--- src/rtl/comp_arbiter.sv ---
// comp_arbiter: round-robin arbiter and sequencer owning one shared WIDTH-bit magnitude comparator.
// Build macro COMP_ARB_SIGNED_EN selects two's-complement ordering; default build compares unsigned.
//
// state  | meaning
// S_IDLE | arbitrate between req0/req1, grant is combinational this cycle
// S_CMP  | compare captured operands, register e/l/g and rsp_id
// S_RESP | rsp_vld pulse, flags valid
module comp_arbiter #(
  parameter int WIDTH = 4
) (
  input  logic             clk,
  input  logic             rst_n,
  input  logic             req0,
  input  logic [WIDTH-1:0] x0,
  input  logic [WIDTH-1:0] y0,
  input  logic             req1,
  input  logic [WIDTH-1:0] x1,
  input  logic [WIDTH-1:0] y1,
  output logic             gnt0,
  output logic             gnt1,
  output logic             busy,
  output logic             rsp_vld,
  output logic             rsp_id,
  output logic             e,
  output logic             l,
  output logic             g
);

  typedef enum logic [1:0] {
    S_IDLE = 2'd0,
    S_CMP  = 2'd1,
    S_RESP = 2'd2
  } state_t;

  state_t           state;
  state_t           state_nxt;
  logic             ptr;
  logic             id;
  logic [WIDTH-1:0] op_x;
  logic [WIDTH-1:0] op_y;
  logic             cmp_eq;
  logic             cmp_lt;
  logic             cmp_gt;

  assign cmp_eq = (op_x == op_y);
`ifdef COMP_ARB_SIGNED_EN
  assign cmp_lt = ($signed(op_x) < $signed(op_y));
  assign cmp_gt = ($signed(op_x) > $signed(op_y));
`else
  assign cmp_lt = (op_x < op_y);
  assign cmp_gt = (op_x > op_y);
`endif

  // Grants are gated by rst_n so they read zero while reset is held.
  always_comb begin
    gnt0      = 1'b0;
    gnt1      = 1'b0;
    state_nxt = state;
    unique case (state)
      S_IDLE: begin
        if (rst_n) begin
          if (req0 && (!req1 || !ptr)) gnt0 = 1'b1;
          else if (req1)               gnt1 = 1'b1;
          if (req0 || req1) state_nxt = S_CMP;
        end
      end
      S_CMP:   state_nxt = S_RESP;
      S_RESP:  state_nxt = S_IDLE;
      default: state_nxt = S_IDLE;
    endcase
  end

  assign busy    = (state != S_IDLE);
  assign rsp_vld = (state == S_RESP);

  always_ff @(posedge clk or negedge rst_n) begin
    if (!rst_n) begin
      state  <= S_IDLE;
      ptr    <= 1'b0;
      id     <= 1'b0;
      op_x   <= '0;
      op_y   <= '0;
      rsp_id <= 1'b0;
      e      <= 1'b0;
      l      <= 1'b0;
      g      <= 1'b0;
    end else begin
      state <= state_nxt;
      if (gnt0 || gnt1) begin
        op_x <= gnt1 ? x1 : x0;
        op_y <= gnt1 ? y1 : y0;
        id   <= gnt1;
        ptr  <= gnt0;
      end
      if (state == S_CMP) begin
        e      <= cmp_eq;
        l      <= cmp_lt;
        g      <= cmp_gt;
        rsp_id <= id;
      end
    end
  end

endmodule

--- config.mk ---
export PLATFORM = sky130hd
export DESIGN_NAME = comp_arbiter
export DESIGN_NICKNAME = d
export VERILOG_FILES = /design/src/rtl/comp_arbiter.sv
export SDC_FILE = /design/constraint.sdc
export NUM_CORES = 1
export LEC_CHECK = 0
export CAP_MARGIN = 20
export CORE_ASPECT_RATIO = 0.7
export CORE_UTILIZATION = 43
export CTS_CLUSTER_DIAMETER = 150
export DETAILED_ROUTE_END_ITERATION = 10
export GPL_TIMING_DRIVEN = 0
export HOLD_SLACK_MARGIN = 0.1
export PLACE_DENSITY = 0.77
export SYNTH_ARGS = -nofsm -noshare
export SYNTH_HDL_FRONTEND = slang
export SYNTH_SLANG_ARGS = --single-unit
--- constraint.sdc ---
create_clock -name clk -period 1.7 [get_ports clk]
set_input_delay 0.17 -clock clk [delete_from_list [all_inputs] [get_ports clk]]
set_output_delay 0.17 -clock clk [all_outputs]
set_load 0.005 [all_outputs]
# [Word level (Yosys, flattened, before mapping)]
# Index checks and enable logic that the tools add are counted.
[op_classes] magnitude_cmp=2 eq_ne=5 muxes=12 n_reduce_logical=9
[ops] op="$mux W4" n=2
[ops] op="$mux W1" n=7
[ops] op="$eq A4 B4 Y1" n=1
[ops] op="$gt A4 B4 Y1" n=1
[ops] op="$lt A4 B4 Y1" n=1
[ops] op="$mux W2" n=2
[ops] op="$ne A2 B2 Y1 const B" n=2
[ops] op="$pmux W2 S2" n=1
[ops] op="$logic_or A1 B1 Y1" n=3
[ops] op="$eq A2 B1 Y1 const B" n=1
[ops] op="$eq A2 B2 Y1 const B" n=1
[ops] op="$logic_not A1 Y1" n=2
[ops] op="$logic_not A2 Y1" n=1
[ops] op="$reduce_and A2 Y1" n=1
[ops] op="$reduce_bool A2 Y1" n=1
[ops] op="$logic_and A1 B1 Y1" n=1
[totals] register_bits=16 in_bits=20 out_inout_bits=8 word_cells=37

# [Logic depth before layout (Yosys ltp)]
[logic_depth] depth_word=7 ltp_mapped=6 depth_no_buf=6

# [Least setup slack after synthesis]
# OpenSTA, ideal clock, no wires.
[synth_path] path_kind="reg2reg" start="reg op_x[3]" end="reg g" setup_time_ps=120 arrival_ps=1132 required_time_ps=1580 path_slack_ps=448 stages_incl_launch_ff=5 path_buffers=0 period_less_slack_ps=1252 cell_sequence="dfrtp_1 > ha_1 > a21oi_1 > o21ai_0 > a31o_2"
[synth_between] elab_chain_len=1
[synth_rtl] item="start, declared" line_no="39" source="logic [WIDTH-1:0] op_x;"
[synth_rtl] item="start signal, assigned" line_no="90" source="op_x <= gnt1 ? x1 : x0;"
[synth_rtl] item="$gt A4 B4 Y1" line_no="51" source="assign cmp_gt = (op_x > op_y);"
[synth_rtl] item="end signal, assigned" line_no="98" source="g <= cmp_gt;"
[synth_rtl] item="end, declared" line_no="26" source="output logic g"
# No other way between the ends.
# A chain may end at the register's enable or synchronous reset.

# [Final worst setup path]
[layout_path] start="reg state[1]" end="out gnt1"
[layout_between] elab_chain_len=2
[layout_rtl] item="start, declared" line_no="35" source="state_t state;"
[layout_rtl] item="start signal, assigned" line_no="88" source="state <= state_nxt;"
[layout_rtl] item="$logic_not A2 Y1" line_no="59" source="unique case (state)"
[layout_rtl] item="$mux W1" line_no="59"
[layout_rtl] item="end, declared" line_no="20" source="output logic gnt1,"
# No other way between the ends.

==> results.sh <==
export IMPL_outcome="finished clean"
export IMPL_initial_core_util_pct=48.0
export IMPL_postSynthAreaPerCell_um2=9.19
export IMPL_htree_levels=1
export IMPL_yosys_top_cells_area="dfrtp_1, nand2_1, ha_1"
export IMPL_maxCapViolCount=0
export IMPL_synth_ff_type="dfrtp_1"
export IMPL_cts_sinks=16
export IMPL_final_cells=145
export IMPL_nFillCells=127
export IMPL_final_util_pct=71.1
export IMPL_synth_area_leader_cell="dfrtp_1"
export IMPL_p_leak_nw=0.565
export IMPL_fmax_ghz=0.620
export IMPL_port_buffers=27
export IMPL_fin_setup_tns_ps=0
export IMPL_cts_buffer_depth=2
export IMPL_final_nets=149
export IMPL_coreArea_um2=1670
export IMPL_synth_compound_area_share_pct=14.4
export IMPL_grt_usage_pct=21.3
export IMPL_dp_hpwl_um=1280
export IMPL_hold_viol_final=0
export IMPL_fin_skew_ps=1.25
export IMPL_vdd_drop_max_v=0.000739
export IMPL_cts_buffers=3
export IMPL_min_period_ps=1610
export IMPL_synth_cells=87
export IMPL_antenna_found_initial=0
export IMPL_slew_headroom_pct=53.2
export IMPL_place_inst=135
export IMPL_synth_simple_area_share_pct=21.6
export IMPL_synth_top_cell_area_share_pct=50.1
export IMPL_wire_per_inst_um=12.0
export IMPL_endpoint_kind="primary output"
export IMPL_num_vias=733
export IMPL_crit_required_ps=1530
export IMPL_ys_types=25
export IMPL_synth_common_cells="nand2_1, dfrtp_1, a31oi_1, inv_1, nor2_1"
export IMPL_yosysWarnings=0
export IMPL_slew_violations=0
export IMPL_async_flop_share_pct=100
export IMPL_path_class="flop to primary output"
export IMPL_post_route_period_util_pct=94.8
export IMPL_synth_area_mux_share_pct=0
export IMPL_drt_total_wl_um=1730
export IMPL_insertion_delay_ps=280
export IMPL_setup_viol=0
export IMPL_root_buffer="clkbuf_4"
export IMPL_diodes=0
export IMPL_grt_pass1_vias=709
export IMPL_place_area_um2=1100
export IMPL_synth_top_family_by_area="simple AND/OR/NAND/NOR gates"
export IMPL_tightest_slew_ps=700
export IMPL_synth_xor_area_share_pct=0
export IMPL_die_area_um2=2040
export IMPL_place_ws_ps=-835
export IMPL_cts_tree="built"
export IMPL_final_area_um2=1180
export IMPL_synth_edf_count=0
export IMPL_worstPathMaxFanout=4
export IMPL_worst_slack_ps=88.3
export IMPL_first_pass_iters=4
export IMPL_grt_pass1_wl_um=2930
export IMPL_fp_dieH_um=38.1
export IMPL_num_rows=12
export IMPL_hp_class="primary input to flop"
export IMPL_crit_arrival_ps=1440
export IMPL_grt_start_max_net_pins=17
export IMPL_layout_drive_gt1_share_pct=17.7
export IMPL_worst_setup_path_start_kind="flop"
export IMPL_yosysMostFrequentCell="nand2_1"
export IMPL_drcViolationCount=0
export IMPL_gr_total_overflow=0
export IMPL_synth_seq_area_share_pct=50.1
export IMPL_gp_congestion=0.725
export IMPL_power_density_nw_per_um2=1080
export IMPL_ant_nets=0
export IMPL_syn_area_um2=800
export IMPL_drtIter0Drc=14
export IMPL_synth_fa_ha_area_share_pct=6.26
export IMPL_syn_num_nets=111
export IMPL_ys_seq_elements=16
export IMPL_die_w_um=53.5
export IMPL_clkTransAtPathRegs_ps=90
export IMPL_viasPerCell=5.06
export IMPL_design_portCount=28
export IMPL_area_growth_pct=48.2
[stage by stage]
stage	hold slack [ps]	total power, mW
after global placement	461	0.993
after floorplan	-126	0.798
final	438	1.27
after detailed placement	490	1.02
after CTS	436	1.28
after global routing	421	1.38
[where the power goes]
part / switching [mW] / total (mW) / leakage (nW) / internal (mW)
Combinational: 0.206 / 0.478 / 0.357 / 0.272
Sequential: 0.0634 / 0.554 / 0.188 / 0.491
Clock: 0.112 / 0.242 / 0.0210 / 0.130
[registers in the layout, summed over array words and instances, names as in the netlist]
register,cells
op_x,4
op_y,4
state,2
e,1
g,1
id,1
l,1
ptr,1
rsp_id,1
[timing repair]
item                                    in CTS  in global routing
hold buffers                                 1                  0
pin swaps                                    3                  1
resized for setup                           12                  2
cloned                                       0                  0
buffers inserted                             5                  0
endpoints found under the hold margin       16                  0
endpoints found under the setup margin      13                  1
[worst max-delay path: stages, from the launching register on]
cell and delay [ps]:
dfrtp_1 410, nor3b_2 250, buf_4 140, buf_4 120, nand3_4 70, inv_2 70
buf_2 110
[final timing paths]
kind,from,endpoint,slack (ps),depth (start not counted)
setup / recovery,state[1],gnt1,90,6
hold / removal,y0[2],op_y[2],440,3
setup reg to reg,state[1],op_y[3],140,8
hold reg to reg,e,e,510,2
max in group asynchronous,rst_n,e,790,2
min in group asynchronous,rst_n,op_x[1],470,2
[kinds of logic (layout without fill, tap and decap cells)]
logic type	Yosys count	after routing
compound gates	18	18
fa+ha+maj	4	4
buf+inv	11	48
flops	16	16
simple gates	38	38
[cells in the final DEF (no fill, tap or decap)]
master / count
clkdlybuf4s50_1: 23
nand2_1: 21
dfrtp_1: 16
inv_1: 7
nor2_1: 7
a31oi_1: 7
o21ai_0: 5
buf_4: 5
ha_1: 4
buf_2: 3
clkbuf_4: 3
nand2b_1: 2
a21oi_1: 2
dlygate4sd2_1: 2
or2_2: 1
nor3b_2: 1
nand3_4: 1
inv_2: 1
nor2b_1: 1
and3_4: 1
o21a_1: 1
buf_6: 1
buf_8: 1
nor2_2: 1
a31oi_2: 1
nand4_1: 1
and2_0: 1
a31o_2: 1
a21o_1: 1
clkbuf_8: 1
dlygate4sd3_1: 1
[cell type report]
type	count	area, µm²	share of cell area, %
Sequential cell	16	400	33.8
Tap cell	21	26.3	2.22
Inverter	8	30.0	2.53
Clock buffer	4	36.3	3.06
Multi-Input combinational cell	60	355	30.0
Timing Repair Buffer	33	305	25.8
Buffer	3	31.3	2.64
[layer usage]
| layer | wire length (µm) | track usage, % | vias to the layer above | part of all wire (%) |
|---|---|---|---|---|
| li1 | - | - | 364 | - |
| met1 | 752 | 22.9 | 341 | 43 |
| met2 | 873 | 40.6 | 26 | 50 |
| met3 | 99 | 7.14 | 2 | 5.7 |
| met4 | 8 | 3.95 | 0 | 0.46 |
| met5 | 0 | 0 | - | 0 |
No activity file was read; power rests on OpenSTA's default activity.
